===== src/rtl/mem_bus_arbiter.sv =====
// ============================================================================
// Module      : mem_bus_arbiter
// Description : Shares the byte-wide RAM/IO bus between fetch, load and store
//               ports, serialising 1/2/4-byte requests into byte cycles.
// Revision    : 1.0 - initial release
// ============================================================================
`default_nettype none

module mem_bus_arbiter #(
    parameter int STARVE_LIMIT = 4
) (
    input  logic        clk_in,
    input  logic        rst_in,
    input  logic        rdy_in,
    input  logic        io_buffer_full,
    input  logic        if_req,
    input  logic [31:0] if_addr,
    input  logic        if_abort,
    output logic        if_done,
    output logic [31:0] if_rdata,
    input  logic        ld_req,
    input  logic [31:0] ld_addr,
    input  logic [2:0]  ld_len,
    output logic        ld_done,
    output logic [31:0] ld_rdata,
    input  logic        st_req,
    input  logic [31:0] st_addr,
    input  logic [2:0]  st_len,
    input  logic [31:0] st_wdata,
    output logic        st_done,
    input  logic [7:0]  mem_din,
    output logic [7:0]  mem_dout,
    output logic [31:0] mem_a,
    output logic        mem_wr
);

    localparam int               C_SW          = $clog2(STARVE_LIMIT + 1);
    localparam logic [C_SW-1:0]  C_STARVE_MAX  = C_SW'(STARVE_LIMIT);
    localparam logic [1:0]       C_IDLE        = 2'd0;
    localparam logic [1:0]       C_READ        = 2'd1;
    localparam logic [1:0]       C_WRITE       = 2'd2;
    localparam logic [1:0]       C_PORT_IF     = 2'd0;
    localparam logic [1:0]       C_PORT_LD     = 2'd1;
    localparam logic [1:0]       C_PORT_ST     = 2'd2;

    logic [1:0]       state_q,    state_d;
    logic [1:0]       port_q,     port_d;
    logic [2:0]       cnt_q,      cnt_d;
    logic [2:0]       len_q,      len_d;
    logic [31:0]      addr_q,     addr_d;
    logic [31:0]      wdata_q,    wdata_d;
    logic [31:0]      buf_q,      buf_d;
    logic [C_SW-1:0]  starve_q,   starve_d;
    logic [31:0]      if_rdata_q, if_rdata_d;
    logic [31:0]      ld_rdata_q, ld_rdata_d;

    logic        w_fetch_ok;
    logic        w_gnt_if;
    logic        w_gnt_ld;
    logic        w_gnt_st;
    logic        w_gnt_any;
    logic [31:0] w_gnt_addr;
    logic [2:0]  w_gnt_len;
    logic        w_last;
    logic [2:0]  w_idx;
    logic [31:0] w_base;
    logic [31:0] w_cur_addr;
    logic [31:0] w_wsrc;
    logic        w_wr_active;
    logic        w_io_stall;
    logic [1:0]  w_cap_idx;
    logic [31:0] w_cap_buf;
    logic        w_rd_done;

    // Any length code other than 1 or 2 means a full word.
    function automatic logic [2:0] f_len(input logic [2:0] len);
        case (len)
            3'd1:    return 3'd1;
            3'd2:    return 3'd2;
            default: return 3'd4;
        endcase
    endfunction

    // ------------------------------------------------------------------
    // State register
    // ------------------------------------------------------------------
    always_ff @(posedge clk_in) begin
        if (rst_in) begin
            state_q    <= C_IDLE;
            port_q     <= C_PORT_IF;
            cnt_q      <= 3'd0;
            len_q      <= 3'd0;
            addr_q     <= 32'd0;
            wdata_q    <= 32'd0;
            buf_q      <= 32'd0;
            starve_q   <= '0;
            if_rdata_q <= 32'd0;
            ld_rdata_q <= 32'd0;
        end else begin
            state_q    <= state_d;
            port_q     <= port_d;
            cnt_q      <= cnt_d;
            len_q      <= len_d;
            addr_q     <= addr_d;
            wdata_q    <= wdata_d;
            buf_q      <= buf_d;
            starve_q   <= starve_d;
            if_rdata_q <= if_rdata_d;
            ld_rdata_q <= ld_rdata_d;
        end
    end

    // ------------------------------------------------------------------
    // Grant decode (only meaningful in IDLE while running)
    // ------------------------------------------------------------------
    always_comb begin
        w_fetch_ok = if_req & ~if_abort;
        w_gnt_if   = 1'b0;
        w_gnt_ld   = 1'b0;
        w_gnt_st   = 1'b0;
        if (rdy_in && state_q == C_IDLE) begin
            if (w_fetch_ok && starve_q == C_STARVE_MAX) begin
                w_gnt_if = 1'b1;
            end else if (st_req) begin
                w_gnt_st = 1'b1;
            end else if (ld_req) begin
                w_gnt_ld = 1'b1;
            end else if (w_fetch_ok) begin
                w_gnt_if = 1'b1;
            end
        end
        w_gnt_any  = w_gnt_if | w_gnt_ld | w_gnt_st;
        w_gnt_addr = w_gnt_st ? st_addr : (w_gnt_ld ? ld_addr : if_addr);
        w_gnt_len  = w_gnt_st ? f_len(st_len) : (w_gnt_ld ? f_len(ld_len) : 3'd4);
    end

    // ------------------------------------------------------------------
    // Current byte address, IO stall and read-byte capture
    // ------------------------------------------------------------------
    always_comb begin
        w_last = (cnt_q == len_q);
        w_idx  = 3'd0;
        case (state_q)
            // While frozen, keep presenting the byte still to be captured so
            // mem_din is correct again on the first cycle after resuming.
            C_READ:  w_idx = (!rdy_in || w_last) ? (cnt_q - 3'd1) : cnt_q;
            C_WRITE: w_idx = w_last ? (cnt_q - 3'd1) : cnt_q;
            default: w_idx = 3'd0;
        endcase
        w_base      = (state_q == C_IDLE) ? w_gnt_addr : addr_q;
        w_cur_addr  = w_base + {29'd0, w_idx};
        w_wsrc      = (state_q == C_IDLE) ? st_wdata : wdata_q;
        w_wr_active = w_gnt_st | ((state_q == C_WRITE) & ~w_last);
        w_io_stall  = w_wr_active & (w_cur_addr[17:16] == 2'b11) & io_buffer_full;

        w_cap_idx = cnt_q[1:0] - 2'd1;
        w_cap_buf = buf_q;
        w_cap_buf[{w_cap_idx, 3'b000} +: 8] = mem_din;
    end

    // ------------------------------------------------------------------
    // Next-state logic
    // ------------------------------------------------------------------
    always_comb begin
        state_d    = state_q;
        port_d     = port_q;
        cnt_d      = cnt_q;
        len_d      = len_q;
        addr_d     = addr_q;
        wdata_d    = wdata_q;
        buf_d      = buf_q;
        starve_d   = starve_q;
        if_rdata_d = if_rdata_q;
        ld_rdata_d = ld_rdata_q;

        if (rdy_in) begin
            if (!if_req || w_gnt_if) begin
                starve_d = '0;
            end else if ((w_gnt_st || w_gnt_ld) && starve_q != C_STARVE_MAX) begin
                starve_d = starve_q + C_SW'(1);
            end

            case (state_q)
                C_IDLE: begin
                    if (w_gnt_any) begin
                        addr_d  = w_gnt_addr;
                        len_d   = w_gnt_len;
                        wdata_d = st_wdata;
                        buf_d   = 32'd0;
                        if (w_gnt_st) begin
                            port_d  = C_PORT_ST;
                            state_d = C_WRITE;
                            cnt_d   = w_io_stall ? 3'd0 : 3'd1;
                        end else begin
                            port_d  = w_gnt_ld ? C_PORT_LD : C_PORT_IF;
                            state_d = C_READ;
                            cnt_d   = 3'd1;
                        end
                    end
                end
                C_READ: begin
                    if (port_q == C_PORT_IF && if_abort) begin
                        state_d = C_IDLE;
                        cnt_d   = 3'd0;
                    end else begin
                        buf_d = w_cap_buf;
                        if (w_last) begin
                            state_d = C_IDLE;
                            cnt_d   = 3'd0;
                            if (port_q == C_PORT_IF) begin
                                if_rdata_d = w_cap_buf;
                            end else begin
                                ld_rdata_d = w_cap_buf;
                            end
                        end else begin
                            cnt_d = cnt_q + 3'd1;
                        end
                    end
                end
                C_WRITE: begin
                    if (w_last) begin
                        state_d = C_IDLE;
                        cnt_d   = 3'd0;
                    end else if (!w_io_stall) begin
                        cnt_d = cnt_q + 3'd1;
                    end
                end
                default: begin
                    state_d = C_IDLE;
                    cnt_d   = 3'd0;
                end
            endcase
        end
    end

    // ------------------------------------------------------------------
    // Output logic
    // ------------------------------------------------------------------
    always_comb begin
        w_rd_done = rdy_in & (state_q == C_READ) & w_last;
        if_done   = w_rd_done & (port_q == C_PORT_IF) & ~if_abort;
        ld_done   = w_rd_done & (port_q == C_PORT_LD);
        st_done   = rdy_in & (state_q == C_WRITE) & w_last;
        if_rdata  = if_done ? w_cap_buf : if_rdata_q;
        ld_rdata  = ld_done ? w_cap_buf : ld_rdata_q;

        mem_wr    = rdy_in & w_wr_active & ~w_io_stall;
        mem_a     = (w_io_stall || (state_q == C_IDLE && !w_gnt_any)) ? 32'd0 : w_cur_addr;
        mem_dout  = (w_wr_active && !w_io_stall) ? w_wsrc[{w_idx[1:0], 3'b000} +: 8] : 8'd0;
    end

endmodule

`default_nettype wire


===== config.mk =====
export PLATFORM = sky130hd
export DESIGN_NAME = mem_bus_arbiter
export DESIGN_NICKNAME = d
export VERILOG_FILES = /design/src/rtl/mem_bus_arbiter.sv
export SDC_FILE = /design/constraint.sdc
export NUM_CORES = 1
export LEC_CHECK = 0
export BUFFER_PORTS_ARGS = -buffer_cell sky130_fd_sc_hd__buf_2
export CAP_MARGIN = 20
export CORE_MARGIN = 4
export CORE_UTILIZATION = 35
export DETAILED_ROUTE_END_ITERATION = 7
export GPL_TIMING_DRIVEN = 0
export HOLD_SLACK_MARGIN = 0.03
export REMOVE_ABC_BUFFERS = 1
export SLEW_MARGIN = 20
export SYNTH_ARGS = -nofsm -noshare
export SYNTH_HDL_FRONTEND = slang
export SYNTH_SLANG_ARGS = --single-unit

===== constraint.sdc =====
create_clock -name clk_in -period 13.04 [get_ports clk_in]
set_clock_uncertainty 0.15 [all_clocks]
set_input_delay 0.652 -clock clk_in [delete_from_list [all_inputs] [get_ports clk_in]]
set_output_delay 0.652 -clock clk_in [all_outputs]
set_load 0.02 [all_outputs]

After elaboration in Yosys (flattened, before gate mapping)
Index checks and enable logic that the tools add are counted.

Memories: 0. RAM bits: 0. Input port bits: 150. Bits in latches: 0. Logic and storage cells: 127. Register bits: 173. Memory bits (read-only): 0.

Shifts and indexed selects: 3. $add $sub $neg: 6. Bitwise gates (word level): 21. Divide/modulo/power cells: 0. Order comparisons: 0. Reductions and logical operators: 25. Eq/ne operators: 14. Multiply operators: 0. Multiplexer cells: 48.

Operator list (count): 32-bit 2-to-1 mux (9); 32-bit case mux with 2 select lines (1); 3-bit 2-to-1 mux (11); 32-bit by 3-bit adder with 32-bit output (1); 32-bit bitwise mux (1); 8-bit by 7-bit variable shift with 32-bit output (first input constant) (1); 32-bit by 6-bit indexed part select with 8-bit output (1); 8-bit by 7-bit indexed part select with 32-bit output (1); 3-bit case mux with 2 select lines (3); 1-bit 2-to-1 mux (15); 1-bit bitwise AND (13); 2-bit 2-to-1 mux (5); 5-bit AND reduction (2); 3-bit case mux with 3 select lines (1); 8-bit 2-to-1 mux (1); 5-bit negator with 7-bit output (1); 3-bit by 1-bit adder with 3-bit output (second input constant) (2); 3-bit by 1-bit equality test with 1-bit output (second input constant) (2); 3-bit by 2-bit equality test with 1-bit output (second input constant) (2); 1-bit logical AND (6); 3-bit inequality test (second input constant) (2); 2-bit case mux with 3 select lines (1); 3-bit AND reduction (2); 1-bit inverter (5); 14 further kinds (28).

Depth between registers and ports, before layout
Word-level depth: 16. Depth in mapped cells: 23. Mapped depth without buffers: 19.

Worst setup path before layout
Ideal clock, no wire load.

Path kind: reg-to-output. Start point: reg state_q[0]. End point: out mem_a[3]. Arrival: 4.647 ns. Buffers on the path: 6. Stages on the path, launching flop included: 20. Slack: 7.591 ns. Path through: dfxtp_1 -> inv_1 -> ha_1 -> buf_6 -> clkbuf_1 -> buf_1 -> buf_1 -> clkbuf_1 -> mux2_2 -> ha_1 -> a21o_1 -> a21oi_1 -> nor3_1 -> a31o_2 -> a21boi_4 -> nand3_4 -> xor2_2 -> a41o_1 -> buf_6 -> nor3b_1.

Cells in the longest elaborated chain, start to end: 12.

Ends and longest elaborated chain: start: declaration (line 46) `logic [1:0] state_q, state_d;`; start signal: assignment (line 100) `state_q <= state_d;`; 2-bit logical NOT (line 121, 150, 248); 1-bit logical AND (line 121) `if (rdy_in && state_q == C_IDLE) begin`; 1-bit 2-to-1 mux (line 121); 32-bit 2-to-1 mux (2 in a row) (line 133) `w_gnt_addr = w_gnt_st ? st_addr : (w_gnt_ld ? ld_addr : if_addr);`; 32-bit 2-to-1 mux (line 150) `w_base = (state_q == C_IDLE) ? w_gnt_addr : addr_q;`; 32-bit by 3-bit adder with 32-bit output (line 151) `w_cur_addr = w_base + {29'd0, w_idx};`; 2-bit equality test (line 154) `w_io_stall = w_wr_active & (w_cur_addr[17:16] == 2'b11) & io_buffer_full;`; 1-bit bitwise AND (2 in a row) (line 154); 1-bit logical OR (line 248) `mem_a = (w_io_stall || (state_q == C_IDLE && !w_gnt_any)) ? 32'd0 : w_cur_addr;`; 32-bit 2-to-1 mux * (line 248); end: declaration (line 33) `output logic [31:0] mem_a,`.

Every way passes the cells marked *; elsewhere a longest branch is shown, timed or not.

Worst setup path after layout
Start point: reg state_q[0]. End point: out mem_a[21].

The elaborated chain is that of the path after synthesis.

==> impl_metrics.env <==
export IMPL_drc=0
export IMPL_crit_path_top_delay_cell="nor4_2"
export IMPL_core_area_mm2=0.0296
export IMPL_finalNetCount=1718
export IMPL_initial_utilization=0.355
export IMPL_worst_slew_pin_slew_ns=1.05
export IMPL_synth_edf_count=0
export IMPL_cts_root_buf="clkbuf_16"
export IMPL_hold_class="reg -> reg"
export IMPL_layout_drive_gt1_share=0.241
export IMPL_dr_total_vias=10500
export IMPL_hold_buffers=0
export IMPL_pwr_share_seq=0.387
export IMPL_ys_ff_latch=173
export IMPL_clk_latency_ns=0.43
export IMPL_p_sw_w=0.000506
export IMPL_cts_resized=0
export IMPL_worstPathArrival_ns=6.42
export IMPL_slew_limit_headroom=0.295
export IMPL_die_w_um=181
export IMPL_clk_pin_slew_ns=0.07
export IMPL_ys_warn_count=0
export IMPL_cp_required_ns=12.24
export IMPL_synth_cell_types=85
export IMPL_avgSynthCellArea_um2=7.73
export IMPL_core_rowCount=63
export IMPL_cp_end_kind="primary output"
export IMPL_startpoint_type="flop"
export IMPL_grt_usage=0.199
export IMPL_cts_tree="done"
export IMPL_finalWeightedCongestion=0.904
export IMPL_port_buffers=257
export IMPL_hold_viol_final=0
export IMPL_grt_pass1_wl_um=54200
export IMPL_ios=258
export IMPL_synthFlopType="dfxtp_1"
export IMPL_grt_pass1_vias=10000
export IMPL_postRouteWirelength_um=34300
export IMPL_htree_num_levels=4
export IMPL_clock_path_buffers=2
export IMPL_cp_slowest_stage_delay_ns=0.88
export IMPL_status="finished clean"
export IMPL_nFillCells=3044
export IMPL_die_area_mm2=0.0329
export IMPL_switching_share=0.345
export IMPL_crit_fanout=54
export IMPL_period_share=0.554
export IMPL_post_cts_buffers=0
export IMPL_multi_input_area_mm2=0.00656
export IMPL_critical_path_class="reg -> out"
export IMPL_final_util=0.432
export IMPL_post_dp_cell_area_mm2=0.0122
export IMPL_r2r_cells=18
export IMPL_timing_critical_path_mode_cell="nand2_1"
export IMPL_area_growth_pct=21.6
export IMPL_antenna_left=0
export IMPL_viasPerCell=5.35
export IMPL_pwr_share_comb=0.277
export IMPL_synthArstFlopShare=0
export IMPL_drt_initial_drc_count=666
export IMPL_die_h_um=181
export IMPL_cts_sinks=173
export IMPL_max_freq_mhz=138
export IMPL_dp_hpwl_um=25000
export IMPL_ir_drop_v=0.0000736
export IMPL_ys_seq_area_frac=0.329
export IMPL_layout_commonest_cell="buf_2"
export IMPL_drt_pre_antenna_iters=7
export IMPL_drv_slew=0
export IMPL_syn_area_mm2=0.0105
export IMPL_wl_per_cell_um=17.6
export IMPL_fin_area_mm2=0.0128
export IMPL_grt_max_degree=89
export IMPL_clkPwrFrac=0.336
export IMPL_ff_latch_area_mm2=0.00346
export IMPL_path_cells="inv_1, ha_4, buf_16, nand2_1, nor2_4, nand2_1, nand2_1, nor2_1, nor2_1, mux2_2, ha_1, fa_1, a21oi_1, nor4_2, nand4_1, and2_4, a41o_2, buf_12, a211oi_1, buf_2"
export IMPL_internal_power_w=0.000962
export IMPL_finalSetupViolCount=0
export IMPL_final_cell_mix="buf_2, nand2_1, dfxtp_1, a21oi_1, nor2_1"
export IMPL_p_leak_nw=5.10
export IMPL_cellPowerDensity_mw_per_mm2=115
export IMPL_numCtsBuffers=17
export IMPL_finalCriticalPeriod_ns=7.22
export IMPL_antenna_found_initial=3
export IMPL_holdPathStages=2
export IMPL_synthCells=1362
export IMPL_fin_setup_tns_ns=0
export IMPL_drv_cap=0
export IMPL_rsz0062_at_grt="no"
export IMPL_grt_overflow=0
## cell type report
class                   count  area share
diodes                      1    0.000195
clock buffers              19      0.0354
well taps                 390      0.0381
multi-input cells        1060       0.512
flip-flops and latches    173       0.270
repair buffers            275       0.129
inverters                  23     0.00674
clock inverters            12     0.00791
## cell usage after synthesis, drive strengths merged (6+ instances only)
master	instances	area [um2]
mux4	16	360
nor3	20	110
a211oi	48	360
a41o	7	70.1
a31oi	9	56.3
dfxtp	173	3460
nor2	152	656
ha	17	213
nor3b	10	75.1
nand2	224	848
nand4b	6	67.6
o21ai	84	424
o221ai	7	61.3
inv	22	82.6
a41oi	17	156
and3	14	87.6
or3	8	50.1
clkbuf	67	251
a21oi	141	709
mux2i	12	120
nor2b	73	459
buf	39	246
o22ai	6	43.8
nand3	17	97.6
and2	11	71.3
nand4	13	81.3
nand3b	34	255
nor4b	6	52.6
xor2	11	104
a22oi	7	52.6
a221o	7	72.6
xnor2	25	226
## critical path: cells and delay by family (launching register included)
kind                     cells  cell delay (ns)
AO/OA/AOI/OAI                3             0.73
adder cells (fa/ha/maj)      3             0.81
buffers and inverters        4             0.85
flip-flops                   1             0.35
multiplexers                 1             0.20
AND/OR/NAND/NOR              9             2.98
## logic make-up (layout without fill, tap and decap cells)
logic type      count (synthesis)  after routing  synth area share
buf+inv                       129            329            0.0555
xor+xnor                       36             36            0.0314
simple gates                  607            607             0.291
mux                            32             32            0.0499
flops                         173            173             0.329
other cells                     0              1                 0
compound gates                367            367             0.221
fa+ha+maj                      18             18            0.0221
## state kept, by name, summed over array words and instances, names as in the netlist, 3 cells and up
register and cells:
buf_q 32, if_rdata_q 32, wdata_q 32, cnt_q 3, len_q 3, ld_rdata_q 32
starve_q 3, addr_q 32
## through the flow
step | hold WS (ns) | worst slack [ns] | cells | power [W]
final | 0.298 | 5.82 | 1953 | 0.00147
after global routing | 0.315 | 5.51 | 1953 | 0.00154
after CTS | 0.298 | 5.81 | 1952 | 0.00148
after detailed placement | 0.288 | 6.21 | 1921 | 0.000986
after global placement | 0.283 | 1.49 | 1903 | 0.000967
after floorplan | 0.271 | 5.45 | 1256 | 0.000830
## per-layer routing
layer / GRT usage / part of all wire
met1: 0.269 / 0.46
met2: 0.325 / 0.47
met3: 0.0411 / 0.059
met4: 0.0498 / 0.017
met5: 0 / 0.00058
## power groups by stage
stage / Clock, W / Sequential [W] / Combinational, W
final: 0.000493 / 0.000568 / 0.000407
after CTS: 0.000509 / 0.000567 / 0.000407
after detailed placement: 0 / 0.000580 / 0.000406
after global routing: 0.000528 / 0.000571 / 0.000443
after global placement: 0 / 0.000579 / 0.000388
after floorplan: 0 / 0.000575 / 0.000255
## final timing paths
| kind | from | end | slack, ns |
|---|---|---|---|
| max | state_q[0] | mem_a[21] | 5.82 |
| min | buf_q[30] | buf_q[30] | 0.30 |
| max reg2reg | state_q[0] | cnt_q[0] | 7.17 |
| min reg2reg | buf_q[30] | buf_q[30] | 0.30 |
No activity file was read; power rests on OpenSTA's default activity.
